`src/rtl/sa_layer_sequencer.sv`:
```
// sa_layer_sequencer: runs up to NUM_LAYERS conv layers back-to-back from a per-layer config table,
// latency: run_i -> layer_start_o +1 cycle; layer_done_i -> next start / done_o +2 cycles; BRAM writes +1 cycle,
// backpressure: none; table writes outside IDLE and BRAM writes during RUN are dropped and raise sticky err_o.
// Ports: cfg_* program the table (IDLE only); run_i/num_layers_i start a sequence; layer_done_i ends a layer;
//        wea_i/addra_i/dia_i are routed to data_wea_o/weight_wea_o by address MSB with registered addr/data;
//        layer_start_o plus nth_conv_o/burst_size_o/ofmap_size_o/layer_idx_o drive SA control;
//        busy_o/done_o/err_o report status.
// Optional: define SA_SEQ_PERF_EN to add perf_cycles_o (per-layer RUN cycles) and perf_total_o
//           (saturating ISSUE..DONE cycle count).
module sa_layer_sequencer #(
    parameter int NUM_LAYERS = 4,
    parameter int ADDR_W     = 17,
    parameter int DATA_W     = 8,
    parameter int BURST_W    = 11,
    parameter int OFMAP_W    = 5,
    parameter int TIMEOUT    = 65535,
    localparam int IDX_W     = (NUM_LAYERS > 1) ? $clog2(NUM_LAYERS) : 1,
    localparam int NL_W      = $clog2(NUM_LAYERS) + 1
) (
    input  logic               clk,
    input  logic               rst_n,
    input  logic               cfg_we,
    input  logic [IDX_W-1:0]   cfg_idx,
    input  logic [BURST_W-1:0] cfg_burst,
    input  logic [OFMAP_W-1:0] cfg_ofmap,
    input  logic [1:0]         cfg_conv,
    input  logic               run_i,
    input  logic [NL_W-1:0]    num_layers_i,
    input  logic               layer_done_i,
    input  logic               wea_i,
    input  logic [ADDR_W-1:0]  addra_i,
    input  logic [DATA_W-1:0]  dia_i,
    output logic               data_wea_o,
    output logic               weight_wea_o,
    output logic [ADDR_W-2:0]  bram_addr_o,
    output logic [DATA_W-1:0]  bram_di_o,
    output logic               layer_start_o,
    output logic [1:0]         nth_conv_o,
    output logic [BURST_W-1:0] burst_size_o,
    output logic [OFMAP_W-1:0] ofmap_size_o,
    output logic [IDX_W-1:0]   layer_idx_o,
    output logic               busy_o,
    output logic               done_o,
    output logic               err_o
`ifdef SA_SEQ_PERF_EN
    ,
    output logic [31:0]        perf_cycles_o,
    output logic [31:0]        perf_total_o
`endif
);

    localparam int CNT_W = $clog2(TIMEOUT + 1);

    typedef enum logic [2:0] {S_IDLE, S_ISSUE, S_RUN, S_NEXT, S_DONE} state_t;

    state_t             state_q, state_d;
    logic [IDX_W-1:0]   idx_q, idx_d;
    logic [NL_W-1:0]    num_q, num_d;
    logic [CNT_W-1:0]   cnt_q, cnt_d;
    logic               err_q, err_d;
    logic               load_cfg;
    logic               start;
    logic               num_ok;
    logic [NL_W-1:0]    idx_inc;
    logic               wr_ok;

    logic [BURST_W-1:0] tbl_burst_q [NUM_LAYERS];
    logic [OFMAP_W-1:0] tbl_ofmap_q [NUM_LAYERS];
    logic [1:0]         tbl_conv_q  [NUM_LAYERS];

    logic [BURST_W-1:0] burst_q;
    logic [OFMAP_W-1:0] ofmap_q;
    logic [1:0]         conv_q;
    logic               data_wea_q, weight_wea_q;
    logic [ADDR_W-2:0]  addr_q;
    logic [DATA_W-1:0]  di_q;

    assign num_ok  = (num_q != '0) && (num_q <= NL_W'(NUM_LAYERS));
    assign idx_inc = NL_W'(idx_q) + NL_W'(1);
    assign wr_ok   = wea_i && (state_q != S_RUN);

    always_comb begin
        state_d  = state_q;
        idx_d    = idx_q;
        num_d    = num_q;
        cnt_d    = cnt_q;
        err_d    = err_q;
        load_cfg = 1'b0;
        start    = 1'b0;
        case (state_q)
            S_IDLE: begin
                if (run_i) begin
                    state_d  = S_ISSUE;
                    idx_d    = '0;
                    num_d    = num_layers_i;
                    err_d    = 1'b0;
                    load_cfg = 1'b1;
                end
            end
            S_ISSUE: begin
                // An empty or over-range layer count spends this cycle here without a
                // start pulse, so done_o still lands two cycles after run_i.
                if (!num_ok) begin
                    state_d = S_DONE;
                    if (num_q != '0) err_d = 1'b1;
                end else if (burst_q == '0) begin
                    // Never start the array on a zero-length burst.
                    state_d = S_DONE;
                    err_d   = 1'b1;
                end else begin
                    start   = 1'b1;
                    cnt_d   = '0;
                    state_d = S_RUN;
                end
            end
            S_RUN: begin
                cnt_d = cnt_q + CNT_W'(1);
                // Completion is checked first: a done in the timeout cycle is not an error.
                if (layer_done_i) begin
                    state_d = S_NEXT;
                end else if (cnt_q == CNT_W'(TIMEOUT - 1)) begin
                    err_d   = 1'b1;
                    state_d = S_DONE;
                end
            end
            S_NEXT: begin
                if (idx_inc == num_q) begin
                    state_d = S_DONE;
                end else begin
                    idx_d    = IDX_W'(idx_inc);
                    load_cfg = 1'b1;
                    state_d  = S_ISSUE;
                end
            end
            S_DONE:  state_d = S_IDLE;
            default: state_d = S_IDLE;
        endcase
        if (cfg_we && state_q != S_IDLE) err_d = 1'b1;
        if (wea_i && state_q == S_RUN)   err_d = 1'b1;
    end

    always_ff @(posedge clk) begin
        if (!rst_n) begin
            state_q      <= S_IDLE;
            idx_q        <= '0;
            num_q        <= '0;
            cnt_q        <= '0;
            err_q        <= 1'b0;
            burst_q      <= '0;
            ofmap_q      <= '0;
            conv_q       <= '0;
            data_wea_q   <= 1'b0;
            weight_wea_q <= 1'b0;
            addr_q       <= '0;
            di_q         <= '0;
            for (int i = 0; i < NUM_LAYERS; i++) begin
                tbl_burst_q[i] <= '0;
                tbl_ofmap_q[i] <= '0;
                tbl_conv_q[i]  <= '0;
            end
        end else begin
            state_q <= state_d;
            idx_q   <= idx_d;
            num_q   <= num_d;
            cnt_q   <= cnt_d;
            err_q   <= err_d;
            // Config is captured on entry to ISSUE so it is valid with the start pulse
            // and held until the next layer is issued.
            if (load_cfg) begin
                burst_q <= tbl_burst_q[idx_d];
                ofmap_q <= tbl_ofmap_q[idx_d];
                conv_q  <= tbl_conv_q[idx_d];
            end
            if (cfg_we && state_q == S_IDLE) begin
                tbl_burst_q[cfg_idx] <= cfg_burst;
                tbl_ofmap_q[cfg_idx] <= cfg_ofmap;
                tbl_conv_q[cfg_idx]  <= cfg_conv;
            end
            data_wea_q   <= wr_ok && !addra_i[ADDR_W-1];
            weight_wea_q <= wr_ok &&  addra_i[ADDR_W-1];
            if (wr_ok) begin
                addr_q <= addra_i[ADDR_W-2:0];
                di_q   <= dia_i;
            end
        end
    end

`ifdef SA_SEQ_PERF_EN
    logic [31:0] perf_cycles_q;
    logic [31:0] perf_total_q;

    always_ff @(posedge clk) begin
        if (!rst_n) begin
            perf_cycles_q <= '0;
            perf_total_q  <= '0;
        end else if (state_q == S_IDLE && run_i) begin
            perf_cycles_q <= '0;
            perf_total_q  <= '0;
        end else begin
            if (state_q == S_RUN && layer_done_i)
                perf_cycles_q <= 32'(cnt_q) + 32'd1;
            if (state_q != S_IDLE && perf_total_q != '1)
                perf_total_q <= perf_total_q + 32'd1;
        end
    end

    assign perf_cycles_o = perf_cycles_q;
    assign perf_total_o  = perf_total_q;
`endif

    assign layer_start_o = start;
    assign nth_conv_o    = conv_q;
    assign burst_size_o  = burst_q;
    assign ofmap_size_o  = ofmap_q;
    assign layer_idx_o   = idx_q;
    assign busy_o        = (state_q != S_IDLE);
    assign done_o        = (state_q == S_DONE);
    assign err_o         = err_q;
    assign data_wea_o    = data_wea_q;
    assign weight_wea_o  = weight_wea_q;
    assign bram_addr_o   = addr_q;
    assign bram_di_o     = di_q;

endmodule

```
`config.mk`:
```
export PLATFORM = sky130hd
export DESIGN_NAME = sa_layer_sequencer
export DESIGN_NICKNAME = d
export VERILOG_FILES = /design/src/rtl/sa_layer_sequencer.sv
export SDC_FILE = /design/constraint.sdc
export NUM_CORES = 1
export LEC_CHECK = 0
export ABC_AREA = 0
export BUFFER_PORTS_ARGS = -buffer_cell sky130_fd_sc_hd__buf_4
export CORE_MARGIN = 4
export CORE_UTILIZATION = 45
export DETAILED_ROUTE_END_ITERATION = 12
export PLACE_DENSITY = 0.77
export SYNTH_ARGS = -nofsm -noshare
export SYNTH_HDL_FRONTEND = slang
export SYNTH_SLANG_ARGS = --single-unit
```
`constraint.sdc`:
```
create_clock -name clk -period 3.1 [get_ports clk]
set_clock_uncertainty 0.05 [all_clocks]
set_input_delay 0.465 -clock clk [delete_from_list [all_inputs] [get_ports clk]]
set_output_delay 0.465 -clock clk [all_outputs]
set_load 0.01 [all_outputs]
```
==> Implementation_results.wiki <==
{| class="wikitable"
! Metric !! Value
|-
| Achievable clock frequency || 371 MHz
|-
| Layout cells sized above 1 || 22.7%
|-
| Starting DRT DRC Count || 287
|-
| Clock Tree Buf Depth || 2
|-
| Fraction of the mapped netlist area in compound gates || 9.73%
|-
| Cell with the most instances after synthesis || sky130_fd_sc_hd__nand2_1
|-
| Switching power of the nets || 0.00111 W
|-
| Data required time at the worst endpoint || 2.58 ns
|-
| Cell internal power dissipation || 0.00366 W
|-
| CTS Root Buffer Type || sky130_fd_sc_hd__clkbuf_16
|-
| Met1 Use GR || 21.2%
|-
| Final Worst Setup Slack || 0.404 ns
|-
| Arrival time of data at the critical path endpoint || 2.18 ns
|-
| Post-Syn Instances || 535
|-
| Hold bufs inserted after CTS || 0
|-
| Placeable core region || 13,200 um^2
|-
| Post-synth net total || 593
|-
| Top area cells in the synthesized netlist || sky130_fd_sc_hd__edfxtp_1 36%, sky130_fd_sc_hd__dfxtp_1 23%, sky130_fd_sc_hd__and2_1 7.7%
|-
| # clock sinks || 141
|-
| Area of the die || 15,400 um^2
|-
| Count of distinct cell types in the synthesized netlist || 51
|-
| Type of element capturing the critical path || output port
|-
| Clock-pin transition on the worst setup and hold timing paths || 0.06 ns
|-
| Number of H-tree levels || 4
|-
| Final Instance Area || 7610 um^2
|-
| CTS resizes || 0
|-
| Wire per inst || 16.9 um
|-
| Router iterations before antenna repair || 5
|-
| Area share of and/or/nand/nor cells after synthesis || 19.5%
|-
| Share of total power in sequential cells || 45.3%
|-
| Number of endpoints with negative hold slack in the final report || 0
|-
| Multiplexer fraction of the synthesized cell area || 6.25%
|-
| Post-Syn Area || 6080 um^2
|-
| CTS tree || yes
|-
| Met3 track demand over resource || 4.97%
|-
| Leakage component of the power || 3.26 nW
|-
| Height of the die || 124 um
|-
| Number of nets in the final layout || 696
|-
| Busiest layer in global routing || met2
|-
| Power density cells || 627 nW/um^2
|-
| XOR/XNOR share of the synthesized area || 2.16%
|-
| Adder-cell area share of the yosys netlist || 0.823%
|-
| Maximum ir drop on the vdd rail || 0.347 mV
|-
| Largest net degree at the start of global routing || 46
|-
| First-pass GRT wire length || 22,600 um
|-
| Clock group share of total power || 43.9%
|-
| Drt via density || 5.23
|-
| Final Wtd Congestion || 0.801
|-
| Dpl cell area || 7000 um^2
|-
| X dimension of the die || 124 um
|-
| Worst-Skew Late Latency || 0.41 ns
|-
| Total congestion overflow after global routing || 0
|-
| Max-slew headroom || 43.8%
|-
| Layout-stage area growth over the synthesis result || 25.1%
|-
| Maximum fanout count along the critical path || 8
|-
| Number of buffers created by CTS || 17
|-
| Element type at the critical path start || register
|-
| Worst Setup Slack post-DPL || 0.510 ns
|-
| Part of the Yosys area used for sequential elements || 58.2%
|-
| Final min period || 2.70 ns
|-
| Count of input and output buffers || 103
|-
| Worst-Margin Slew || 0.843 ns
|-
| Worst setup path class || register to output port
|-
| Total count of max-transition violations in the final report || 0
|-
| Core Rows || 42
|-
| Global-route track usage on met2 || 32.8%
|-
| Outcome || finished, final reports clean
|-
| Leading register cell type out of synthesis || sky130_fd_sc_hd__edfxtp_1
|-
| Synthesized area per cell || 11.4 um^2
|-
| Main combinational cell family by area after synthesis || simple AND/OR/NAND/NOR gates
|-
| Overall global routing resource usage || 18.4%
|-
| Diodes inserted || 0
|-
| Antenna violations before repair || 0
|-
| Most frequent cells after synthesis || 82 x sky130_fd_sc_hd__nand2_1, 75 x sky130_fd_sc_hd__and2_1, 72 x sky130_fd_sc_hd__edfxtp_1, 69 x sky130_fd_sc_hd__dfxtp_1, 38 x sky130_fd_sc_hd__mux2i_1
|-
| Sum of negative setup slack || 0 ns
|-
| Cell type with the highest aggregate area in the netlist || sky130_fd_sc_hd__edfxtp_1
|-
| Max-capacitance violation count || 0
|-
| Part of the power in combinational logic || 10.8%
|-
| Detailed-route via count || 4,323
|-
| Post-detailed-placement half-perimeter wirelength || 9120 um
|-
| Switching part of the total || 23.3%
|-
| Unrepaired setup endpoints after global routing || false
|-
| Count of pins on the block boundary || 104
|-
| Yosys warning total || 0
|-
| Number of remaining DRC errors || 0
|-
| Path category of the worst min-delay check || input port to register
|-
| Ratio of final minimum period to clock period || 87.0%
|-
| Residual antenna-violating net count after detailed routing || 0
|-
| Overall routed net length || 13,900 um
|-
| Endpoints failing setup || 0
|-
| Flops & latches, synth || 141
|-
| Initial core utilization || 45.9%
|-
| Post-synth EDFFs || 72
|-
| Via count of the first global-routing pass || 4,386
|-
| Number of buffers added for setup after CTS || 0
|-
| Top-area cell type share of the netlist area || 35.5%
|-
| Fraction of registers with async set or reset after synthesis || 0%
|}
-- cells in the final DEF (no fill, tap or decap), types with 2 or more instances in the layout --
cell / n
sky130_fd_sc_hd__buf_4: 112
sky130_fd_sc_hd__nand2_1: 82
sky130_fd_sc_hd__and2_1: 75
sky130_fd_sc_hd__edfxtp_1: 72
sky130_fd_sc_hd__dfxtp_1: 69
sky130_fd_sc_hd__mux2i_1: 37
sky130_fd_sc_hd__a21boi_0: 27
sky130_fd_sc_hd__nor2_1: 23
sky130_fd_sc_hd__o221ai_1: 18
sky130_fd_sc_hd__clkbuf_16: 17
sky130_fd_sc_hd__nand3_1: 11
sky130_fd_sc_hd__xor2_1: 9
sky130_fd_sc_hd__nor3_1: 6
sky130_fd_sc_hd__xnor2_1: 6
sky130_fd_sc_hd__inv_1: 5
sky130_fd_sc_hd__and3_1: 5
sky130_fd_sc_hd__a21oi_1: 5
sky130_fd_sc_hd__nand2b_1: 4
sky130_fd_sc_hd__o21ai_0: 4
sky130_fd_sc_hd__a211oi_1: 4
sky130_fd_sc_hd__ha_1: 4
sky130_fd_sc_hd__bufinv_16: 4
sky130_fd_sc_hd__clkinv_4: 4
sky130_fd_sc_hd__clkbuf_1: 4
sky130_fd_sc_hd__or4_1: 3
sky130_fd_sc_hd__or3_1: 3
sky130_fd_sc_hd__nand4_1: 3
sky130_fd_sc_hd__o2111ai_1: 3
sky130_fd_sc_hd__nand3b_1: 2
sky130_fd_sc_hd__and4_1: 2
sky130_fd_sc_hd__nor2b_1: 2
sky130_fd_sc_hd__o21a_1: 2
sky130_fd_sc_hd__clkinv_1: 2
-- power groups by stage --
stage	clock, W	sequential, W	combinational [W]
5_1_grt	0.00221	0.00218	0.000570
4_1_cts	0.00214	0.00216	0.000525
6_report	0.00209	0.00216	0.000516
3_3_place_gp	0	0.00220	0.000506
3_5_place_dp	0	0.00220	0.000522
2_1_floorplan	0	0.00219	0.000278
-- final timing paths --
check | start | end | slack (ns) | cells past startpoint
max | burst_size_o[3] | layer_start_o | 0.40 | 4
min | addra_i[16] | data_wea_o | 0.16 | 2
max reg2reg | layer_idx_o[0] | burst_size_o[5] | 0.45 | 7
min reg2reg | bram_addr_o[0] | bram_addr_o[0] | 0.41 | 2
-- stage by stage --
stage	total power (W)	utilization, %	cells	hold WS (ns)
after global routing	0.00495	57.4	827	0.151
after CTS	0.00482	57.4	827	0.146
after detailed placement	0.00272	52.8	795	0.408
final	0.00477	57.4	827	0.163
after global placement	0.00270	52.8	795	0.401
after floorplan	0.00247	-	535	0.402
-- flip-flops by register name (all words and copies together), names as in the netlist --
name,flops
err_o,1
bram_di_o,8
num_q,3
tbl_conv_q,8
tbl_burst_q,44
ofmap_size_o,5
bram_addr_o,16
data_wea_o,1
weight_wea_o,1
state_q,3
burst_size_o,11
nth_conv_o,2
layer_idx_o,2
cnt_q,16
tbl_ofmap_q,20
-- critical path, cell delays in order (launching register included) --
cell and delay, ns:
sky130_fd_sc_hd__dfxtp_1 0.35, sky130_fd_sc_hd__or4_1 0.65, sky130_fd_sc_hd__o31ai_4 0.43, sky130_fd_sc_hd__inv_2 0.16, sky130_fd_sc_hd__buf_4 0.18
-- area by class of cell --
cell class | count | area, um^2
clock buffer | 21 | 440
fill | 1114 | 5640
multi-input combinational | 359 | 2350
clock inverter | 11 | 170
inverter | 6 | 22.5
sequential | 141 | 3540
tap | 176 | 220
timing repair buffer | 113 | 861
-- per-layer routing --
| metal | vias to the layer above | wire, um |
|---|---|---|
| li1 | 2107 | - |
| met1 | 2068 | 5670 |
| met2 | 129 | 7280 |
| met3 | 19 | 773 |
| met4 | 0 | 218 |
| met5 | - | 0 |
-- logic make-up (layout without fill, tap and decap cells) --
kind of cell	after synthesis	count (layout)
AND/OR/NAND/NOR	228	228
multiplexers	38	38
flip-flops	141	141
adder cells (fa/ha/maj)	4	4
XOR/XNOR	15	15
AO/OA/AOI/OAI	74	74
buffers and inverters	35	151
Power figures use the tool's default switching activity.
